### config.mk
export PLATFORM = sky130hd
export DESIGN_NAME = uart_rx_frame_ctrl
export DESIGN_NICKNAME = d
export VERILOG_FILES = /design/src/rtl/uart_rx_frame_ctrl.sv
export SDC_FILE = /design/constraint.sdc
export NUM_CORES = 1
export LEC_CHECK = 0
export ABC_AREA = 1
export BUFFER_PORTS_ARGS = -buffer_cell sky130_fd_sc_hd__buf_2
export CORE_MARGIN = 1
export CORE_UTILIZATION = 45
export CTS_CLUSTER_DIAMETER = 60
export CTS_CLUSTER_SIZE = 24
export DETAILED_ROUTE_END_ITERATION = 6
export GPL_ROUTABILITY_DRIVEN = 1
export PLACE_DENSITY = 0.67
export RECOVER_POWER = 25
export SLEW_MARGIN = 20
export SYNTH_ARGS = -nofsm -noshare
export SYNTH_HDL_FRONTEND = slang
export SYNTH_SLANG_ARGS = --single-unit
### constraint.sdc
create_clock -name CLK -period 1.3 [get_ports CLK]
set_input_delay 0.195 -clock CLK [delete_from_list [all_inputs] [get_ports CLK]]
set_output_delay 0.195 -clock CLK [all_outputs]
set_load 0.03 [all_outputs]
### src/rtl/uart_rx_frame_ctrl.sv
// UART RX frame controller: start detect, 3-point majority bit recovery, LSB-first deserialize, parity/stop check.
// Optional RX_SYNC_EN: inserts a 2-flop synchronizer (reset high) ahead of all RX_IN consumers.
module uart_rx_frame_ctrl #(
  parameter int DATA_WIDTH  = 8,
  parameter int PRESC_WIDTH = 6
) (
  input  logic                   CLK,
  input  logic                   RST,
  input  logic                   RX_IN,
  input  logic [PRESC_WIDTH-1:0] prescaler,
  input  logic                   PAR_EN,
  input  logic                   PAR_TYP,
  input  logic [PRESC_WIDTH-1:0] edge_counter,
  input  logic [3:0]             bit_counter,
  output logic                   cnt_enable,
  output logic [DATA_WIDTH-1:0]  P_DATA,
  output logic                   data_valid,
  output logic                   par_err,
  output logic                   stp_err
);

  typedef enum logic [2:0] {IDLE, START, DATA, PARITY, STOP, DONE} state_t;

  localparam logic [3:0] LAST_DATA = 4'(DATA_WIDTH + 1);

  state_t                 state;
  logic                   rx;
  logic [2:0]             samp;
  logic                   par_en_q, par_typ_q;
  logic [PRESC_WIDTH-1:0] half;
  logic                   at_s0, at_s1, at_s2, at_dp, at_end, bit_maj;

`ifdef RX_SYNC_EN
  logic [1:0] rx_sync;
  always_ff @(posedge CLK or negedge RST) begin
    if (!RST) rx_sync <= 2'b11;
    else      rx_sync <= {rx_sync[0], RX_IN};
  end
  assign rx = rx_sync[1];
`else
  assign rx = RX_IN;
`endif

  assign half    = prescaler >> 1;
  assign at_s0   = edge_counter == half - PRESC_WIDTH'(1);
  assign at_s1   = edge_counter == half;
  assign at_s2   = edge_counter == half + PRESC_WIDTH'(1);
  assign at_dp   = edge_counter == half + PRESC_WIDTH'(2);
  assign at_end  = edge_counter == prescaler;
  assign bit_maj = (samp[0] & samp[1]) | (samp[1] & samp[2]) | (samp[0] & samp[2]);

  assign cnt_enable = (state == START) || (state == DATA) ||
                      (state == PARITY) || (state == STOP);

  // Samples refresh every bit; outside a frame the counter sits at 1 so none fire.
  always_ff @(posedge CLK or negedge RST) begin
    if (!RST) begin
      samp <= '0;
    end else begin
      if (at_s0) samp[0] <= rx;
      if (at_s1) samp[1] <= rx;
      if (at_s2) samp[2] <= rx;
    end
  end

  always_ff @(posedge CLK or negedge RST) begin
    if (!RST) begin
      state      <= IDLE;
      P_DATA     <= '0;
      data_valid <= 1'b0;
      par_err    <= 1'b0;
      stp_err    <= 1'b0;
      par_en_q   <= 1'b0;
      par_typ_q  <= 1'b0;
    end else begin
      data_valid <= 1'b0;
      case (state)
        IDLE, DONE: begin
          if (!rx) begin
            state     <= START;
            par_en_q  <= PAR_EN;
            par_typ_q <= PAR_TYP;
            par_err   <= 1'b0;
            stp_err   <= 1'b0;
            P_DATA    <= '0;
          end else begin
            state <= IDLE;
          end
        end
        START: begin
          if (at_dp && bit_maj)                      state <= IDLE;
          else if (at_end && bit_counter == 4'd1)    state <= DATA;
        end
        DATA: begin
          if (at_dp)
            for (int i = 0; i < DATA_WIDTH; i++)
              if (bit_counter == 4'(i + 2)) P_DATA[i] <= bit_maj;
          if (at_end && bit_counter == LAST_DATA)
            state <= par_en_q ? PARITY : STOP;
        end
        PARITY: begin
          if (at_dp)  par_err <= bit_maj != (^P_DATA ^ par_typ_q);
          if (at_end) state   <= STOP;
        end
        STOP: begin
          // Leave at mid-stop so a slightly fast transmitter's next start is not missed.
          if (at_dp) begin
            stp_err    <= ~bit_maj;
            data_valid <= bit_maj & ~par_err;
            state      <= DONE;
          end
        end
        default: state <= IDLE;
      endcase
    end
  end

endmodule

==> flow_metrics.py, run 1 <==
metrics = {
    "critical_path": {
        "start_kind": "register",
        "end_kind": "register",
        "crit_arrival_ns": 1.59,
        "cp_max_fo": 8,
        "required_ns": 1.45,
        "path_class": "register to register",
    },
    "synth": {
        "ys_seq_area_share_pct": 24.5,
        "netlist_area_um2": 1940,
        "async_reset_ff_share_pct": 100,
        "yosys_warnings": 0,
        "synth_top_cell_by_area": "dfrtp_1",
        "synth_ff_type": "dfrtp_1",
        "synthTopCellsByArea": "dfrtp_1, nand2_1, nand3_1",
        "ys_seq_elements": 19,
        "synth_edf_count": 0,
        "syn_nets": 320,
        "post_synth_num_cell_types": 34,
        "synth_most_common_cell": "nand2_1",
        "synth_top_area_share_pct": 24.5,
        "synth_cells": 295,
        "synth.avg_cell_area_um2": 6.59,
        "yosys-top-cells-count": "nand2_1, nand3_1, inv_1",
    },
    "floorplan": {
        "io_pins": 33,
        "die_h_um": 67.7,
        "start_util_pct": 47.6,
        "fp.dieW_um": 67.7,
        "core_um2": 4090,
        "die_area_um2": 4580,
        "fp-row-count": 23,
    },
    "sta": {
        "finClkSkew_ns": 0.00599,
        "slew_viol_final": 0,
        "max_freq_mhz": 697,
        "hold_violations": 0,
        "fin_crit_sh_pct": 110,
        "slew_headroom_pct": 68.5,
        "rsz0062_at_grt": "true",
        "setup_viol": 15,
        "finalWorstSetupSlack_ns": -0.135,
        "worstMarginPinSlew_ns": 0.468,
        "finalSetupTns_ns": -1.31,
        "period_needed_ns": 1.43,
    },
    "grt": {
        "first_global_vias": 1847,
        "gr-total-overflow": 0,
        "gr-usage-met2_pct": 37.4,
        "grt_usage_pct": 22.8,
        "use_met1_pct": 30.9,
        "antenna_found_initial": 0,
        "grt_pass1_wl_um": 7920,
        "grt_max_degree": 20,
        "use_met3_pct": 4.05,
        "top_usage_layer": "met2",
    },
    "status": {
        "status": "finished with violations",
        "violations": "negative setup slack",
    },
    "finish": {
        "postLayoutCellArea_um2": 2770,
        "syn_to_final_growth_pct": 42.3,
        "layout-drive-gt1-share_pct": 41.6,
        "nets": 394,
        "nFillCells": 359,
        "num_antenna_cells": 0,
        "final_core_util_pct": 67.7,
    },
    "routing": {
        "drt_pre_antenna_iters": 4,
        "routed_wl_um": 4920,
        "vias_per_cell": 4.88,
        "vias": 2041,
        "antenna_left": 0,
        "drc": 0,
        "wl_per_cell_um": 11.8,
        "drtIter0Drc": 131,
    },
    "place": {
        "gp_congestion": 0.898,
        "placed_area_um2": 2410,
        "hpwl_um": 3700,
        "preCtsSetupSlack_ns": -0.337,
        "numPortBuffers": 32,
    },
    "power": {
        "leakagePower_nw": 1.48,
        "p_per_area_nw_per_um2": 1620,
        "vdd_drop_max_v": 0.000834,
    },
    "clock_network": {
        "cts_buffer_depth": 2,
        "cts_num_sinks": 19,
        "clkLatencyLatePin_ns": 0.26,
        "cts_buffers": 3,
        "path_clk_slew_ns": 0.08,
        "cts_tree": "built",
        "cts_max_level": 1,
        "clockRootBuffer": "clkbuf_8",
    },
    "hold_path": {
        "hold_path.class": "primary input to register",
    },
    "flow_run": {
        "maxCapViolations": 0,
    },
}
==> state kept, by name, indices dropped and copies added, names as in the netlist <==
register / flops
par_typ_q: 1
stp_err: 1
P_DATA: 8
samp: 3
state: 3
data_valid: 1
par_en_q: 1
par_err: 1
==> per-stage QoR <==
stage          total power [W]  cells  hold WS [ns]
3_3_place_gp           0.00352    407         0.160
2_1_floorplan          0.00285    295        -0.101
6_report               0.00448    418         0.158
5_1_grt                0.00486    418         0.149
4_1_cts                0.00419    416         0.155
3_5_place_dp           0.00359    407         0.161
==> metal layers <==
| metal | share of wire, % | routed length (um) | vias up |
|---|---|---|---|
| li1 | - | - | 1070 |
| met1 | 48 | 2360 | 932 |
| met2 | 48 | 2360 | 33 |
| met3 | 3.1 | 153 | 6 |
| met4 | 0.93 | 46 | 0 |
| met5 | 0 | 0 | - |
==> final cells by class <==
cell class / instances / area, um^2 / share of cell area [%]
Multi-Input combinational cell: 233 / 1470 / 53.2
Timing Repair Buffer: 76 / 549 / 19.9
Sequential cell: 19 / 478 / 17.3
Inverter: 36 / 158 / 5.70
Tap cell: 50 / 62.6 / 2.26
Clock buffer: 3 / 41.3 / 1.49
Clock inverter: 1 / 5.00 / 0.181
==> power breakdown <==
part	total, W	internal [W]	switching [W]
logic	0.00295	0.00124	0.00171
clock network	0.000429	0.000214	0.000216
registers	0.00110	0.000813	0.000290
total	0.00448	0.00227	0.00222
==> cell usage in the layout, fill, tap and decap left out, drive strengths merged, types with 2 or more instances in the layout <==
| cell | synthesis | layout |
|---|---|---|
| nor4 | 2 | 2 |
| nor3 | 2 | 2 |
| xor2 | 14 | 14 |
| nor2 | 24 | 24 |
| o21ai | 16 | 16 |
| buf | 7 | 73 |
| ha | 4 | 4 |
| nand4 | 3 | 3 |
| clkinv | 1 | 2 |
| o31ai | 2 | 2 |
| xnor2 | 8 | 8 |
| nand3 | 30 | 30 |
| dfrtp | 19 | 19 |
| nand2 | 116 | 116 |
| a21oi | 5 | 5 |
| nand2b | 2 | 2 |
| inv | 35 | 35 |
| clkbuf | 0 | 5 |
==> timing repair <==
item / in CTS / in global routing
setup endpoints to repair: 15 / 19
setup buffers: 4 / 2
hold buffers: 1 / 0
hold endpoints to repair: 19 / 0
pin swaps: 7 / 17
resized for setup: 22 / 41
==> cells by family after synthesis <==
family	after synthesis	synth area share, %
and+or+nand+nor	182	44.2
DFF	19	24.5
adders and majority gates	4	2.58
xor gates and xnor gates	22	9.92
AOI/OAI and AO/OA	24	7.21
buffers and inverters	43	11.0
muxes	1	0.579
==> critical path, cell delays in order (launching register included) <==
cell and delay, ns:
dfrtp_2 0.45, inv_2 0.08, nand2_4 0.05, o21ai_4 0.20
buf_6 0.14, nand2_8 0.06, nand2_8 0.12, clkinv_8 0.09
nand3_2 0.08, nand2_2 0.05
==> path summary, 6_finish.rpt <==
check | end | from | slack (ns) | cells after the start
min reg2reg | samp[1] | samp[1] | 0.50 | 2
min | par_en_q | PAR_EN | 0.16 | 2
max | P_DATA[1] | state[1] | -0.13 | 9
max in group asynchronous | state[0] | RST | 0.54 | 2
min in group asynchronous | P_DATA[0] | RST | 0.42 | 2
max reg2reg | P_DATA[1] | state[1] | -0.13 | 9
No activity file was read; power rests on OpenSTA's default activity.
==> run 2, diff against run 1 <==
- PLACE_DENSITY: 0.67 -> 0.64
- clock period: 1.3 -> 1.72 ns (I/O delays scaled with it)
==> run 2 against run 1 <==
The flow now finishes without violations. Clock skew is 0.0017 ns lower. Combinational power down 42%. Via count fell by 9.5%. First-iteration DRC count shrank 22%. Worst setup slack better by 0.26 ns. Utilization is 14 points lower. Wire length shrank 14%. Sequential share of layout area up 4.3 points. Clock power down 28%. Highest routed layer unchanged.
==> flow_metrics.py, run 2 (synthesized netlist as in run 1, its figures left out) <==
metrics = {
    "status": {
        "status": "completed",
    },
    "hold_path": {
        "hold_path_depth": 2,
        "hold_path.class": "primary input to register",
    },
    "grt": {
        "grt_max_degree": 20,
        "first_global_vias": 1560,
        "gr-total-overflow": 0,
        "antenna_found_initial": 0,
        "grt_usage_pct": 20.3,
        "grt_pass1_wl_um": 7000,
    },
    "sta": {
        "max_freq_mhz": 628,
        "hold_violations": 0,
        "setup_viol": 0,
        "whs_ns": 0.225,
        "period_needed_ns": 1.59,
        "worstMarginPinSlew_ns": 1.02,
        "finClkSkew_ns": 0.00426,
        "rsz0062_at_grt": "false",
        "slew_viol_final": 0,
        "finalWorstSetupSlack_ns": 0.128,
        "slew_headroom_pct": 32.3,
        "fin_crit_sh_pct": 92.6,
    },
    "routing": {
        "drt_pre_antenna_iters": 4,
        "antenna_left": 0,
        "vias_per_cell": 4.84,
        "vias": 1848,
        "wl_per_cell_um": 11.1,
        "drc": 0,
        "drtIter0Drc": 102,
        "routed_wl_um": 4240,
    },
    "clock_network": {
        "cts_num_sinks": 19,
        "cts_max_level": 1,
        "cts_buffers": 3,
        "cts_setup_buffers": 0,
        "cts_buffer_depth": 2,
        "clkLatencyLatePin_ns": 0.26,
        "cts_tree": "built",
        "clockRootBuffer": "clkbuf_8",
        "path_clk_slew_ns": 0.07,
    },
    "floorplan": {
        "fp.dieW_um": 67.7,
        "fp-row-count": 23,
        "start_util_pct": 47.6,
        "die_h_um": 67.7,
        "core_um2": 4090,
        "io_pins": 33,
        "die_area_um2": 4580,
    },
    "finish": {
        "top_register": "P_DATA",
        "num_antenna_cells": 0,
        "top_regs": "P_DATA (8), samp (3), state (3)",
        "final_common_cell": "nand2_1",
        "final_cell_mix": "nand2_1, buf_2, nand3_1, inv_1, dfrtp_1",
        "layout-drive-gt1-share_pct": 22.9,
        "largest_reg_flops": 8,
        "postLayoutCellArea_um2": 2210,
        "syn_to_final_growth_pct": 13.6,
        "layout.cells.non_filler": 382,
        "nets": 358,
    },
    "place": {
        "placed_cells_incl_taps": 377,
        "placed_area_um2": 2150,
        "numPortBuffers": 32,
        "preCtsSetupSlack_ns": -0.0282,
        "hpwl_um": 3550,
        "gp_congestion": 0.838,
    },
    "power": {
        "leakagePower_nw": 1.25,
        "p_per_area_nw_per_um2": 1280,
        "vdd_drop_max_v": 0.000769,
        "power_switching_w": 0.00143,
        "p_int_w": 0.00140,
        "clock_power_share_pct": 10.9,
        "finalPower_w": 0.00283,
        "p_seq_share_pct": 29.0,
        "switching_share_pct": 50.4,
        "p_comb_share_pct": 60.0,
    },
    "critical_path": {
        "required_ns": 1.46,
        "reg2reg_depth": 9,
        "startpoint": "state[0]",
        "endpoint": "cnt_enable",
        "regToRegSetupSlack_ns": 0.20,
        "start_kind": "register",
        "crit_arrival_ns": 1.33,
        "reg2reg_from": "state[2]",
        "end_kind": "primary output",
        "cp_max_fo": 6,
        "path_class": "register to primary output",
        "worst_r2r_endpoint": "P_DATA[5]",
    },
    "flow_run": {
        "maxCapViolations": 0,
    },
}
run 2: area by class of cell:
type	instances	area [um^2]
fill	426	1880
multi-input combinational	233	1260
sequential	19	475
timing repair buffer	40	221
inverter	36	145
tap	50	62.6
clock buffer	3	41.3
clock inverter	1	5.00
run 2: routing by layer:
metal  wire length [um]  global-route usage, %  vias to the layer above
li1                   -                      -                     1002
met5                  0                      0                        -
met3                197                   3.89                        2
met2               1700                   28.6                       34
met1               2320                   31.4                      810
met4                 13                   3.46                        0
run 2: power by group through the flow:
stage	Clock [W]	Combinational [W]	Sequential (W)
6_report	0.000309	0.00170	0.000822
5_1_grt	0.000339	0.00190	0.000849
4_1_cts	0.000320	0.00170	0.000824
3_5_place_dp	0	0.00169	0.000832
3_3_place_gp	0	0.00167	0.000832
2_1_floorplan	0	0.00117	0.000978
run 2: worst min-delay path by stage:
stage | startpoint | endpoint | slack [ns]
floorplan | RST | P_DATA[0] | -0.04
global placement | RST | samp[2] | 0.22
detailed placement | RST | samp[2] | 0.22
CTS | PAR_EN | par_en_q | 0.22
global route | PAR_EN | par_en_q | 0.23
finish | PAR_EN | par_en_q | 0.22
run 2: worst max-delay path, stage by stage, from the launching register on:
cell	delay [ns]
dfrtp_1	0.44
nor2_1	0.16
nand2_1	0.17
nand2_1	0.11
buf_2	0.19
run 2: per-stage QoR:
| stage | util, % | setup TNS (ns) |
|---|---|---|
| 2_1_floorplan | - | 0 |
| 3_3_place_gp | 52.6 | 0 |
| 3_5_place_dp | 52.6 | -0.0540 |
| 4_1_cts | 54.0 | 0 |
| 5_1_grt | 54.0 | 0 |
| 6_report | 54.0 | 0 |
run 2: what timing repair did:
item / 4_1_cts / 5_1_grt
endpoints found under the hold margin: 19 / 0
setup endpoints to repair: 0 / 1
hold buffers: 1 / 0
gates resized for setup: 0 / 1
==> run 3, diff against run 2 <==
- REMOVE_ABC_BUFFERS: default -> 1
==> run 3 against run 2 <==
Hold slack worse by 0.0031 ns. Critical path type is now register to register. Sequential cell count stayed put. Largest power group unchanged. Clock skew hardly changed.
==> flow_metrics.py, run 3 (synthesized netlist as in run 1, its figures left out) <==
metrics = {
    "finish": {
        "final_cell_mix": "nand2_1, buf_2, nand3_1, inv_1, dfrtp_1",
        "top_regs": "P_DATA (8), samp (3), state (3)",
        "nets": 359,
        "largest_reg_flops": 8,
        "layout-drive-gt1-share_pct": 22.8,
        "final_core_util_pct": 54.1,
        "top_register": "P_DATA",
        "num_antenna_cells": 0,
        "postLayoutCellArea_um2": 2210,
        "final_common_cell": "nand2_1",
        "syn_to_final_growth_pct": 13.8,
    },
    "clock_network": {
        "cts_setup_buffers": 0,
        "clockRootBuffer": "clkbuf_8",
        "path_clk_slew_ns": 0.08,
        "cts_num_sinks": 19,
        "cts_buffer_depth": 2,
        "cts_max_level": 1,
        "cts_tree": "built",
        "clkLatencyLatePin_ns": 0.26,
        "cts_buffers": 3,
    },
    "place": {
        "gp_congestion": 0.880,
        "preCtsSetupSlack_ns": -0.00514,
        "hpwl_um": 3450,
        "numPortBuffers": 32,
        "placed_area_um2": 2160,
    },
    "sta": {
        "fin_crit_sh_pct": 94.3,
        "finClkSkew_ns": 0.00453,
        "rsz0062_at_grt": "false",
        "slew_viol_final": 0,
        "worstMarginPinSlew_ns": 1.03,
        "finalWorstSetupSlack_ns": 0.0987,
        "setup_viol": 0,
        "slew_headroom_pct": 31.6,
        "hold_violations": 0,
        "max_freq_mhz": 617,
        "period_needed_ns": 1.62,
    },
    "critical_path": {
        "crit_arrival_ns": 1.77,
        "regToRegSetupSlack_ns": 0.1,
        "worst_r2r_endpoint": "P_DATA[4]",
        "start_kind": "register",
        "startpoint": "state[2]",
        "reg2reg_depth": 7,
        "required_ns": 1.87,
        "end_kind": "register",
        "cp_max_fo": 8,
        "reg2reg_from": "state[2]",
        "path_class": "register to register",
    },
    "floorplan": {
        "fp.dieW_um": 67.7,
        "core_um2": 4090,
        "io_pins": 33,
        "die_area_um2": 4580,
        "fp-row-count": 23,
        "start_util_pct": 47.6,
        "die_h_um": 67.7,
    },
    "grt": {
        "gr-total-overflow": 0,
        "first_global_vias": 1582,
        "antenna_found_initial": 0,
        "grt_usage_pct": 19.8,
        "grt_pass1_wl_um": 6880,
        "grt_max_degree": 20,
    },
    "hold_path": {
        "hold-path-endpoint": "par_en_q",
        "min_from": "PAR_EN",
        "hold_path_depth": 2,
        "hold_path.class": "primary input to register",
    },
    "routing": {
        "wl_per_cell_um": 10.8,
        "vias_per_cell": 4.74,
        "drt_pre_antenna_iters": 4,
        "drtIter0Drc": 119,
        "drc": 0,
        "antenna_left": 0,
        "vias": 1814,
        "routed_wl_um": 4150,
    },
    "status": {
        "status": "completed",
    },
    "power": {
        "p_per_area_nw_per_um2": 1270,
        "vdd_drop_max_v": 0.000749,
        "leakagePower_nw": 1.26,
    },
    "flow_run": {
        "maxCapViolations": 0,
    },
}
[run 3: worst max-delay path, cell delays in order, from the launching register on]
cell	delay (ns)
dfrtp_1	0.43
inv_2	0.12
nand2_1	0.08
nor2_2	0.27
or2_1	0.31
nand2_1	0.09
o21ai_1	0.14
nand2_1	0.06
[run 3: routing by layer]
metal	track usage [%]	part of all wire [%]	routed length, um
met3	4.22	2.6	107
met4	2.39	0.53	22
met5	0	0	0
met1	30.2	56	2320
met2	28.7	41	1700
[run 3: report_power, final]
group	leakage, nW	internal, W	total, W	switching, W
clock	0.0255	0.000161	0.000318	0.000156
sequential	0.246	0.000613	0.000812	0.000199
combinational	0.983	0.000609	0.00169	0.00108
[run 3: stage by stage]
| step | power (W) | setup TNS, ns | instances | hold slack, ns |
|---|---|---|---|---|
| finish | 0.00282 | 0 | 383 | 0.222 |
| global route | 0.00307 | 0 | 383 | 0.224 |
| detailed placement | 0.00251 | -0.00514 | 378 | 0.224 |
| floorplan | 0.00207 | 0 | 288 | -0.0376 |
| CTS | 0.00283 | 0 | 383 | 0.220 |
| global placement | 0.00248 | 0 | 378 | 0.225 |
[run 3: worst max-delay path by stage]
stage	to	slack [ns]	cells after the start
finish	P_DATA[4]	0.1	7
global route	P_DATA[5]	0.007	7
CTS	P_DATA[5]	0.09	7
detailed placement	state[0]	-0.005	11
global placement	state[0]	0.01	11
floorplan	P_DATA[4]	0.22	7
[run 3: cell type report]
type,instances,area [um^2]
flip-flops and latches,19,475
multi-input cells,233,1250
clock inverters,1,5.00
clock buffers,3,41.3
well taps,50,62.6
inverters,36,145
fillers,420,1870
repair buffers,41,229
[run 3: timing repair]
| action | 4_1_cts | 5_1_grt |
|---|---|---|
| gates resized for setup | 0 | 0 |
| hold endpoints to repair | 19 | 0 |
| hold buffers | 1 | 0 |
